==> config.mk <==
export PLATFORM = sky130hd
export DESIGN_NAME = midi_voice_allocator
export DESIGN_NICKNAME = d
export VERILOG_FILES = /design/src/rtl/midi_pkg.sv /design/src/rtl/midi_note_period_rom.sv /design/src/rtl/midi_voice_allocator.sv
export SDC_FILE = /design/constraint.sdc
export NUM_CORES = 1
export LEC_CHECK = 0
export CAP_MARGIN = 5
export CORE_ASPECT_RATIO = 0.9
export CORE_MARGIN = 2
export CORE_UTILIZATION = 60
export CTS_BUF_LIST = sky130_fd_sc_hd__clkbuf_4
export CTS_CLUSTER_DIAMETER = 50
export DETAILED_ROUTE_END_ITERATION = 6
export GPL_ROUTABILITY_DRIVEN = 0
export PLACE_DENSITY = 0.95
export SYNTH_ARGS = -nofsm -noshare
export SYNTH_HDL_FRONTEND = slang
export SYNTH_SLANG_ARGS = --single-unit
==> constraint.sdc <==
create_clock -name clk -period 10.05 [get_ports clk]
set_clock_uncertainty 0.05 [all_clocks]
set_input_delay 1.5075 -clock clk [delete_from_list [all_inputs] [get_ports clk]]
set_output_delay 1.5075 -clock clk [all_outputs]
set_load 0.03 [all_outputs]
==> src/rtl/midi_pkg.sv <==
// Shared MIDI constants, parser state type and a lowest-set-bit encoder.
package midi_pkg;

    localparam logic [3:0] NOTE_OFF     = 4'h8;
    localparam logic [3:0] NOTE_ON      = 4'h9;
    localparam logic [3:0] CTRL         = 4'hB;
    localparam logic [6:0] CC_ALL_OFF   = 7'd123;
    localparam logic [7:0] REALTIME_MIN = 8'hF8;
    localparam logic [7:0] SYSTEM_MIN   = 8'hF0;

    typedef enum logic [2:0] {StIdle, StD1, StD2, StApply, StSkip} parse_state_e;

    function automatic logic [3:0] lowest_idx(input logic [15:0] v);
        lowest_idx = '0;
        for (int i = 15; i >= 0; i--) begin
            if (v[i]) lowest_idx = 4'(i);
        end
    endfunction

endpackage

==> src/rtl/midi_note_period_rom.sv <==
// Note number to half-period word (48 kHz samples), saturated to DELAY_W bits.
module midi_note_period_rom #(
    parameter int unsigned DELAY_W = 10
) (
    input  logic [6:0]         note,
    output logic [DELAY_W-1:0] delay
);
    localparam int unsigned MAX_DELAY = (1 << DELAY_W) - 1;

    logic [6:0]  octave;
    logic [6:0]  semitone;
    logic [11:0] base;
    logic [11:0] shifted;

    // Base row is octave 0 (note 0 = 8.18 Hz); each octave up halves the period.
    always_comb begin
        octave   = note / 7'd12;
        semitone = note % 7'd12;
        case (semitone)
            7'd0:    base = 12'd2935;
            7'd1:    base = 12'd2770;
            7'd2:    base = 12'd2615;
            7'd3:    base = 12'd2468;
            7'd4:    base = 12'd2330;
            7'd5:    base = 12'd2199;
            7'd6:    base = 12'd2075;
            7'd7:    base = 12'd1959;
            7'd8:    base = 12'd1849;
            7'd9:    base = 12'd1746;
            7'd10:   base = 12'd1648;
            default: base = 12'd1555;
        endcase
        shifted = base >> octave;
        if (32'(shifted) > MAX_DELAY) delay = DELAY_W'(MAX_DELAY);
        else                          delay = DELAY_W'(shifted);
    end

endmodule

==> src/rtl/midi_voice_allocator.sv <==
// Running-status MIDI parser driving a polyphonic voice table with age-rank stealing.
module midi_voice_allocator
    import midi_pkg::*;
#(
    parameter int unsigned NUM_VOICES = 4,
    parameter int unsigned DELAY_W    = 10,
    parameter bit          OMNI       = 1'b1
) (
    input  logic                          clk,
    input  logic                          rst,
    input  logic [7:0]                    byte_data,
    input  logic                          byte_valid,
    output logic                          byte_ready,
    input  logic [3:0]                    listen_ch,
    output logic [NUM_VOICES-1:0]         voice_on,
    output logic [NUM_VOICES*7-1:0]       voice_note,
    output logic [NUM_VOICES*7-1:0]       voice_vel,
    output logic [NUM_VOICES*DELAY_W-1:0] voice_delay,
    output logic                          steal,
    output logic                          all_off
);
    localparam int unsigned RW = $clog2(NUM_VOICES);

    parse_state_e state_q, state_d;
    logic [3:0] type_q, type_d;
    logic [6:0] key_q, key_d, val_q, val_d;
    logic xfer, ch_ok, accept;

    assign byte_ready = !rst && (state_q != StApply);
    assign xfer       = byte_valid && byte_ready;
    assign ch_ok      = OMNI || (byte_data[3:0] == listen_ch);
    assign accept     = ch_ok && (byte_data[7:4] == NOTE_OFF || byte_data[7:4] == NOTE_ON ||
                                  byte_data[7:4] == CTRL);

    always_comb begin
        state_d = state_q;
        type_d  = type_q;
        key_d   = key_q;
        val_d   = val_q;
        if (state_q == StApply) begin
            state_d = StD1;
        end else if (xfer && byte_data < REALTIME_MIN) begin
            if (byte_data >= SYSTEM_MIN) begin
                state_d = StSkip;
                type_d  = '0;
            end else if (byte_data[7]) begin
                type_d  = byte_data[7:4];
                state_d = accept ? StD1 : StSkip;
            end else begin
                case (state_q)
                    StD1: begin
                        key_d   = byte_data[6:0];
                        state_d = StD2;
                    end
                    StD2: begin
                        val_d   = byte_data[6:0];
                        state_d = StApply;
                    end
                    default: ;
                endcase
            end
        end
    end

    always_ff @(posedge clk) begin
        if (rst) begin
            state_q <= StIdle;
            type_q  <= '0;
            key_q   <= '0;
            val_q   <= '0;
        end else begin
            state_q <= state_d;
            type_q  <= type_d;
            key_q   <= key_d;
            val_q   <= val_d;
        end
    end

    logic apply, do_all_off, is_release, is_note_on, any_match, any_free, do_steal;
    logic [NUM_VOICES-1:0] match, free, oldest;
    logic [RW-1:0] rank [NUM_VOICES];
    logic [RW-1:0] old_rank;
    logic [3:0] hit_idx, tgt_idx;
    logic [DELAY_W-1:0] rom_delay;

    midi_note_period_rom #(.DELAY_W(DELAY_W)) u_rom (
        .note  (key_q),
        .delay (rom_delay)
    );

    assign apply      = (state_q == StApply);
    assign do_all_off = apply && type_q == CTRL && key_q == CC_ALL_OFF;
    assign is_release = apply && (type_q == NOTE_OFF || (type_q == NOTE_ON && val_q == '0));
    assign is_note_on = apply && type_q == NOTE_ON && val_q != '0;
    assign any_match  = |match;
    assign any_free   = |free;
    assign do_steal   = is_note_on && !any_match && !any_free;

    always_comb begin
        hit_idx = lowest_idx(16'(match));
        if (any_match)     tgt_idx = hit_idx;
        else if (any_free) tgt_idx = lowest_idx(16'(free));
        else               tgt_idx = lowest_idx(16'(oldest));
        old_rank = '0;
        for (int i = 0; i < NUM_VOICES; i++) begin
            if (tgt_idx == 4'(i)) old_rank = rank[i];
        end
    end

    for (genvar i = 0; i < NUM_VOICES; i++) begin : g_voice
        logic               on_q;
        logic [6:0]         note_q, vel_q;
        logic [DELAY_W-1:0] delay_q;
        logic [RW-1:0]      rank_q;

        always_ff @(posedge clk) begin
            if (rst) begin
                on_q    <= 1'b0;
                note_q  <= '0;
                vel_q   <= '0;
                delay_q <= '0;
                rank_q  <= RW'(i);
            end else if (do_all_off) begin
                on_q <= 1'b0;
            end else if (is_release) begin
                if (any_match && hit_idx == 4'(i)) on_q <= 1'b0;
            end else if (is_note_on) begin
                if (tgt_idx == 4'(i)) begin
                    on_q   <= 1'b1;
                    vel_q  <= val_q;
                    rank_q <= '0;
                    // A retrigger keeps the note and period already held.
                    if (!any_match) begin
                        note_q  <= key_q;
                        delay_q <= rom_delay;
                    end
                end else if (rank_q < old_rank) begin
                    rank_q <= rank_q + 1'b1;
                end
            end
        end

        assign voice_on[i]                      = on_q;
        assign voice_note[i*7 +: 7]             = note_q;
        assign voice_vel[i*7 +: 7]              = vel_q;
        assign voice_delay[i*DELAY_W +: DELAY_W] = delay_q;
        assign rank[i]                          = rank_q;
        assign match[i]                         = on_q && (note_q == key_q);
        assign free[i]                          = !on_q;
        assign oldest[i]                        = (rank_q == RW'(NUM_VOICES - 1));
    end

    always_ff @(posedge clk) begin
        if (rst) begin
            steal   <= 1'b0;
            all_off <= 1'b0;
        end else begin
            steal   <= do_steal;
            all_off <= do_all_off;
        end
    end

endmodule

==> flow_metrics.tcl <==
set metrics [dict create \
    firstDrtPassIters 6 \
    grt_max_degree 60 \
    postCtsHoldBufs 0 \
    cts-root-buf "clkbuf_4" \
    fp-row-count 38 \
    setup_viol 0 \
    ir_drop_v 0.000108 \
    ant_nets 0 \
    drc 0 \
    worstSkewPairLatency_ns 0.57 \
    area_delta_synth_final_pct 17.5 \
    hold_path_class "register to register" \
    path_max_fanout 26 \
    critPathArrivalTime_ns 5.16 \
    dieArea_um2 13200 \
    grt.total_usage 0.316 \
    crit_required_ns 10.49 \
    die_x_um 121 \
    leakagePower_nw 3.13 \
    outcome "finished clean" \
    synth_fp_nets 929 \
    worstSetupPathType "register to register" \
    synth_cell_types 86 \
    hold_violations 0 \
    tns_ns 0 \
    path_cells "buf_4, xor2_1, nor2_1, and4_1, o311ai_2, mux2_2, o21ai_0, ha_1, or3_1, o221ai_1, o211ai_1, a21oi_1" \
    cap_viol_max_count 0 \
    clk_path_buf_depth 2 \
    post-route-min-period_ns 4.72 \
    worstSetupStartpointType "register" \
    drv_slew 0 \
    syn-mean-instance-area_um2 8.21 \
    hpwl_um 14600 \
    num_vias 7307 \
    fmax_mhz 212 \
    synth_cells 900 \
    slew_headroom 0.268 \
    cts_tree "done" \
    cts_resized 0 \
    synth_top_area_cell "dfxtp_1" \
    core_area_um2 12000 \
    drt_wl_total_um 20900 \
    viasPerCell 6.38 \
    grt_pass1_wl_um 33100 \
    initial_core_util 0.615 \
    yosysTopAreaCellShare 0.355 \
    synth.area.top_cells "dfxtp_1 35%, mux2i_1 7.6%, nand2_1 5.4%" \
    crit_family "compound AO/OA/AOI/OAI gates" \
    fin_nets 1000 \
    cts_setup_buffers 0 \
    die_h_um 109 \
    portBuffers 113 \
    ys_seq_area_frac 0.355 \
    clkTransAtPathRegs_ns 0.12 \
    post-route-util 0.722 \
    synth_edf_count 0 \
    clock-sinks 131 \
    multiInputGateArea_um2 4330 \
    ys_ff_latch 131 \
    synth_flop_cell "dfxtp_1" \
    antenna_found_initial 0 \
    timing.critical_path.buf_inv 1 \
    synthArstFlopShare 0 \
    layout-drive-gt1-share 0.0701 \
    rsz0062_at_grt "false" \
    io_pins 118 \
    cts_buffers 17 \
    cpPeakStageDelay_ns 0.88 \
    tightest_slew_ns 1.09 \
    worst_setup_path_end_kind "register" \
    overflow 0 \
    slowest_stage "dfxtp_1" \
    hold_slack_ns 0.418 \
    seq_area_um2 2620 \
    detail_route.wl_per_cell_um 18.3 \
    fillCellCount 892 \
    htree_levels 4 \
    fin_crit_sh 0.470 \
    power_mw 0.923 \
    powerDensity_nw_per_um2 106 \
    yosysWarnings 0 \
    synth_area_um2 7390 \
    grt_pass1_vias 6637 \
    drt_iter0_drc 893 \
]
==> worst paths after layout <==
| check | start | slack, ns | end | depth (start not counted) |
|---|---|---|---|---|
| worst min register to register | g_voice[1].delay_q[3] | 0.42 | g_voice[1].delay_q[3] | 2 |
| worst max-delay path | key_q[6] | 5.33 | g_voice[2].rank_q[0] | 12 |
| worst max register to register | key_q[6] | 5.33 | g_voice[2].rank_q[0] | 12 |
| worst min-delay path | g_voice[1].delay_q[3] | 0.42 | g_voice[1].delay_q[3] | 2 |
==> synth_stat cells (8+ instances only) <==
library cell	number
nand4_1	11
clkbuf_1	29
o31ai_1	10
nor2_1	93
nor3_1	20
mux2i_1	56
inv_1	15
buf_2	17
buf_4	12
o22ai_1	11
xnor2_1	16
a21oi_1	63
a211oi_1	18
ha_1	14
nand2b_1	11
o21ai_0	33
o211ai_1	8
xor2_1	16
nand3_1	40
a31oi_1	8
nor2b_1	12
dfxtp_1	131
nand2_1	107
==> state kept, by name, summed over array words and instances (netlist names) <==
name             flops
g_voice.delay_q     40
g_voice.note_q      28
g_voice.vel_q       28
g_voice.rank_q       8
key_q                7
val_q                7
g_voice.on_q         4
type_q               4
state_q              3
all_off              1
steal                1
==> logic make-up (layout without fill, tap and decap cells) <==
| kind of cell | after synthesis | after routing | share of synthesized area |
|---|---|---|---|
| AND/OR/NAND/NOR | 363 | 363 | 0.248 |
| other | 0 | 1 | 0 |
| buffers and inverters | 87 | 171 | 0.0602 |
| AO/OA/AOI/OAI | 213 | 213 | 0.192 |
| adder cells (fa/ha/maj) | 14 | 14 | 0.0237 |
| XOR/XNOR | 34 | 34 | 0.0423 |
| multiplexers | 58 | 58 | 0.0789 |
| flip-flops | 131 | 131 | 0.355 |
==> layout by cell type, fill, tap and decap left out, types with 10 or more instances in the layout <==
cell type / instances
nand2_1: 107
nand3_1: 40
xnor2_1: 16
mux2i_1: 56
nand2b_1: 11
o31ai_1: 10
inv_1: 15
a21oi_1: 63
a211oi_1: 18
nor3_1: 20
buf_4: 11
nor2b_1: 12
o21ai_0: 33
o22ai_1: 11
ha_1: 14
xor2_1: 16
clkbuf_4: 17
nand4_1: 11
clkdlybuf4s50_1: 112
dfxtp_1: 131
nor2_1: 93
==> worst min-delay path: stages (launching register included) <==
cell and delay, ns:
dfxtp_1 0.33, nand2_1 0.05, a21oi_1 0.05
==> where the power goes <==
group	switching [mW]	internal [mW]
combinational	0.0288	0.0144
clock	0.227	0.130
sequential	0.00208	0.521
==> layout make-up <==
cell class,instances,area share
sequential,131,0.302
multi-input combinational,682,0.498
tap,160,0.0230
inverter,16,0.00691
clock buffer,17,0.0147
timing repair buffer,123,0.138
antenna,1,0.000288
clock inverter,15,0.0171
==> metrics by stage <==
stage | setup slack [ns] | cell area [um^2] | cells
floorplan | 6.25 | 7390 | 900
global placement | 5.55 | 8410 | 1112
detailed placement | 5.48 | 8410 | 1112
CTS | 5.40 | 8690 | 1144
global route | 5.05 | 8690 | 1144
finish | 5.33 | 8690 | 1145
==> metal layers <==
metal  vias to the layer above  GRT usage  share of wire
li1                       3383          -              -
met1                      3393      0.406           0.41
met2                       459      0.507           0.46
met3                        72     0.0731           0.10
met4                         0      0.146          0.035
met5                         -          0              0
No activity file was read; power rests on OpenSTA's default activity.
==> variant 1, RTL diff (same settings) <==
`DELAY_W` is set to 10 in 2 places; all go to 11.
--- a/src/rtl/midi_note_period_rom.sv
+++ b/src/rtl/midi_note_period_rom.sv
@@ -1,6 +1,6 @@
 // Note number to half-period word (48 kHz samples), saturated to DELAY_W bits.
 module midi_note_period_rom #(
-    parameter int unsigned DELAY_W = 10
+    parameter int unsigned DELAY_W = 11
 ) (
     input  logic [6:0]         note,
     output logic [DELAY_W-1:0] delay
--- a/src/rtl/midi_voice_allocator.sv
+++ b/src/rtl/midi_voice_allocator.sv
@@ -3,7 +3,7 @@
     import midi_pkg::*;
 #(
     parameter int unsigned NUM_VOICES = 4,
-    parameter int unsigned DELAY_W    = 10,
+    parameter int unsigned DELAY_W    = 11,
     parameter bit          OMNI       = 1'b1
 ) (
     input  logic                          clk,
Ports: changed (resized voice_delay); port bits go from 118 to 122. The function was not compared with the original's and may differ.
==> variant 1 against the original RTL <==
- synthesized cell count decreased by 0.33%
- setup slack better by 140 ps
- routed wire length grew 3.1%
- combinational power rose by 3%
- power rose by 2.8%
- highest routed layer unchanged
- cell area grew 2.1%
- sequential cell count grew 4
- the flow now finishes with violations (design-rule violations)
- area after synthesis grew 2.6%
==> variant 1: results (changes against the original RTL) <==
Maximum fanout count along the critical path - 73 (+180%)
Part of the total power dissipated in sequential elements - 0.568 (+0.002)
Detailed Routing Iterations Pass 1 - 7 (+1)
Share of synthesized area spent on multiplexers - 0.06898 (-0.009886)
First-pass GRT wire length - 33,890 µm (+2.3%)
Total Die Area - 0.01355 mm² (+2.5%)
Fraction of power spent switching nets - 0.2979 (+0.01857)
Inverters - 18 (+2)
Worst vdd rail ir drop - 0.09202 mV (-14%)
Source of the worst register-to-register timing path - key_q[0]
Worst hold path startpoint - g_voice[2].delay_q[10]
Wire length the detailed router placed on met1 - 8802 µm (+3.2%)
Final-layout non-clock buffer area share - 0.1376 (-0.0008767)
Initial antenna violation count - 1 (+1)
Largest net degree at the start of global routing - 74 (+23%)
Synth Area per Inst - 8.453 µm² (+2.9%)
Failing checks - design-rule violations
Met1 Usage GRT - 0.4326 (+0.02671)
Capturing point of the worst reg2reg path - g_voice[3].rank_q[1]
Buffers excl. clock - 124 (+0.81%)
Count of unresolved DRC violations after routing - 2 (+2)
Port bufs - 117 (+3.5%)
Routed WL per cell - 18.88 µm (+3.4%)
Share of final-layout standard cells stronger than drive strength 1 - 0.08265 (+0.01253)
Run status - finished with violations
Longest individual stage delay on the worst path - 750 ps (-130 ps)
Pwr Total - 948.6 µW (+2.8%)
==> variant 1: cell count changes in the layout (fill, tap and decap cells not counted), sizes merged, moves of 8 or more <==
cell / change
a31oi: +8
nor3: -9
a21oi: +10
nand2: +12
nand3: -14
nor2: -18
nand3b: +11
==> variant 1: metrics by stage <==
stage               worst slack (ps)  hold slack [ps]    util
floorplan                       6404            376.7       -
global placement                5551            386.5  0.7053
detailed placement              5489            391.8  0.7053
CTS                             5488            415.1  0.7286
global route                    5393            433.2  0.7290
finish                          5468            412.8  0.7290
==> variant 1: kinds of logic (layout without fill, tap and decap cells) <==
group / after synthesis / in the layout
AOI/OAI and AO/OA: 235 / 235
muxes: 51 / 51
and+or+nand+nor: 337 / 337
other: 0 / 2
buffers and inverters: 91 / 174
adders and majority gates: 15 / 15
DFF: 135 / 135
xor gates and xnor gates: 33 / 33
==> variant 1: worst max-delay path: cells and delay by family <==
family	cells	cell delay (ps)
buffers and inverters	2	1050
AO/OA/AOI/OAI	1	420
==> variant 2, RTL diff (same flow settings) <==
Made on the original files. Encoding of `parse_state_e`: now one-hot (5 bits for 5 states).
--- a/src/rtl/midi_pkg.sv
+++ b/src/rtl/midi_pkg.sv
@@ -8,7 +8,7 @@
     localparam logic [7:0] REALTIME_MIN = 8'hF8;
     localparam logic [7:0] SYSTEM_MIN   = 8'hF0;
 
-    typedef enum logic [2:0] {StIdle, StD1, StD2, StApply, StSkip} parse_state_e;
+    typedef enum logic [4:0] {StIdle = 5'b00001, StD1 = 5'b00010, StD2 = 5'b00100, StApply = 5'b01000, StSkip = 5'b10000} parse_state_e;
 
     function automatic logic [3:0] lowest_idx(input logic [15:0] v);
         lowest_idx = '0;
Behaviour: same outputs for any inputs over 4 cycles, from zero or initial values and one cycle with rst high; so few cycles prove little.
==> variant 2 against the original RTL <==
- the flow now finishes with violations (design-rule violations)
- via count rose by 2.9%
- highest routed layer unchanged
- setup slack improved by 170 ps
- synthesized cell count rose by 1.4%
- routed wire length rose by 2.7%
- sequential cell count rose by 2
- die area fell by 2.1%
- non-clock buffer count rose by 2
- power rose by 1.5%
- global-route usage rose by 1.3 points
- area after synthesis fell by 2.2%
- cell area fell by 0.39%
- core utilization rose by 0.58 points
==> variant 2: results (changes against the original RTL) <==
Dominant cells by area after synthesis - sky130_fd_sc_hd__dfxtp_1 37%, sky130_fd_sc_hd__nand2_1 6.4%, sky130_fd_sc_hd__mux2i_1 6.4%
Resized Gates After CTS - 0 (unchanged)
Initial antenna violation count - 1 (+1)
Layout Nets - 1,016 (+1.6%)
CTS clk-pin slew, worst paths - 130 ps
Detailed Routing Iterations Pass 1 - 7 (+1)
Post-CTS Setup Inserts - 0 (unchanged)
Worst vdd rail ir drop - 0.08668 mV (-19%)
Drt initial violations - 1,023 (+15%)
Count of distinct cell types in the synthesized netlist - 72 (-16%)
Worst endpoint data arrival time - 5010 ps (-150 ps)
Maximum buffer depth of the clock tree - 2 (unchanged)
Async SR Flop Fraction - 0 (unchanged)
Total global-route track usage - 0.3289 (+0.01302)
Syn Nets - 942 (+1.4%)
Worst-case headroom to the max-slew limit - 0.2434 (-0.02437)
Routed WL per cell - 18.49 µm (+1.2%)
CTS hold repair buffers - 0 (unchanged)
Maximum fanout count along the critical path - 46 (+77%)
Grt total ovfl - 0 (unchanged)
Share of the yosys chip area belonging to registers - 0.3682 (+0.01352)
Leakage component of the power - 3.332 nW (+6.3%)
First-pass GRT wire length - 34,130 µm (+3.0%)
Final-layout fill cell count - 870 (-2.5%)
Reg2reg setup slack - 5490 ps (+170 ps)
Share of final-layout standard cells stronger than drive strength 1 - 0.06400 (-0.006122)
Commonest cells in the netlist - 133 x sky130_fd_sc_hd__dfxtp_1, 124 x sky130_fd_sc_hd__nand2_1, 80 x sky130_fd_sc_hd__a21oi_1, 79 x sky130_fd_sc_hd__nor2_1, 49 x sky130_fd_sc_hd__clkbuf_1
Run status - finished with violations
Number of vias per cell after detailed routing - 6.477 (+1.5%)
Count of unresolved DRC violations after routing - 2 (+2)
Synth warn - 0 (unchanged)
Largest net degree at the start of global routing - 97 (+62%)
Hold WC Path Type - register to register
Root buffer selected by CTS - sky130_fd_sc_hd__clkbuf_4
Failing checks - design-rule violations
Vias in the first global route - 6,803 (+2.5%)
Max H-tree Level - 4 (unchanged)
Skew-Pair Late Insertion Delay - 580 ps
Instance area after placement - 0.008359 mm² (-0.62%)
Port bufs - 113 (unchanged)
Half-perimeter wire length of the detailed placement result - 14,550 µm (-0.21%)
Number of clock buffers inserted by TritonCTS - 17 (unchanged)
Largest registers ranked by flip-flop count - g_voice.delay_q: 40 flops, g_voice.note_q: 28 flops, g_voice.vel_q: 28 flops
variant 2: cells by family after synthesis:
family                   share of synthesized area
buffers and inverters                      0.05105
multiplexers                               0.06679
XOR/XNOR                                   0.04118
AO/OA/AOI/OAI                               0.2125
flip-flops                                  0.3682
AND/OR/NAND/NOR                             0.2360
adder cells (fa/ha/maj)                    0.02423
variant 2: metrics by stage:
stage / power (mW) / hold slack, ps / cells / util / setup slack (ps)
6_report: 0.9370 / 415.7 / 1161 / 0.7283 / 5494
5_1_grt: 0.9618 / 430.5 / 1161 / 0.7283 / 5361
4_1_cts: 0.9354 / 414.2 / 1160 / 0.7281 / 5633
3_5_place_dp: 0.5640 / 396.0 / 1128 / 0.7033 / 5663
3_3_place_gp: 0.5637 / 386.0 / 1128 / 0.7033 / 5798
2_1_floorplan: 0.5547 / 376.9 / 913 / - / 6312
variant 2: path summary, 6_finish.rpt:
| kind | startpoint | end | cells after the start |
|---|---|---|---|
| setup / recovery | key_q[6] | g_voice[2].rank_q[0] | 13 |
| hold / removal | g_voice[3].vel_q[2] | g_voice[3].vel_q[2] | 2 |
| setup reg to reg | key_q[6] | g_voice[2].rank_q[0] | 13 |
| hold reg to reg | g_voice[3].vel_q[2] | g_voice[3].vel_q[2] | 2 |
variant 2: worst max-delay path: stages, from the launching register on:
cell                       delay (ps)
sky130_fd_sc_hd__dfxtp_1          360
sky130_fd_sc_hd__buf_4            430
sky130_fd_sc_hd__xor2_1           130
sky130_fd_sc_hd__nor4_1           570
sky130_fd_sc_hd__nand4_1          410
sky130_fd_sc_hd__o311ai_1         170
sky130_fd_sc_hd__buf_4            210
sky130_fd_sc_hd__mux2_2           330
sky130_fd_sc_hd__o21ai_0          450
sky130_fd_sc_hd__ha_1             350
sky130_fd_sc_hd__a211oi_1         220
sky130_fd_sc_hd__o21ai_0          190
sky130_fd_sc_hd__or3b_2           480
sky130_fd_sc_hd__a21oi_1          130
variant 2: power breakdown:
part           switching, mW  internal (mW)  total [mW]
combinational         0.0166        0.00730      0.0240
sequential           0.00108          0.528       0.529
clock                  0.230          0.153       0.384
variant 2: final cells by class:
type / instances / share of cell area
Sequential cell: 133 / 0.3076
Clock inverter: 15 / 0.01937
Antenna cell: 1 / 0.0002891
Inverter: 21 / 0.009105
Clock buffer: 17 / 0.01474
Timing Repair Buffer: 125 / 0.1408
Tap cell: 160 / 0.02312
Multi-Input combinational cell: 689 / 0.4850
variant 2: routing by layer:
metal / global-route usage / up-vias / share of wire
li1: - / 3439 / -
met1: 0.4416 / 3456 / 0.40
met2: 0.5102 / 518 / 0.44
met3: 0.06171 / 107 / 0.11
met4: 0.1639 / 0 / 0.044
met5: 0 / - / 0
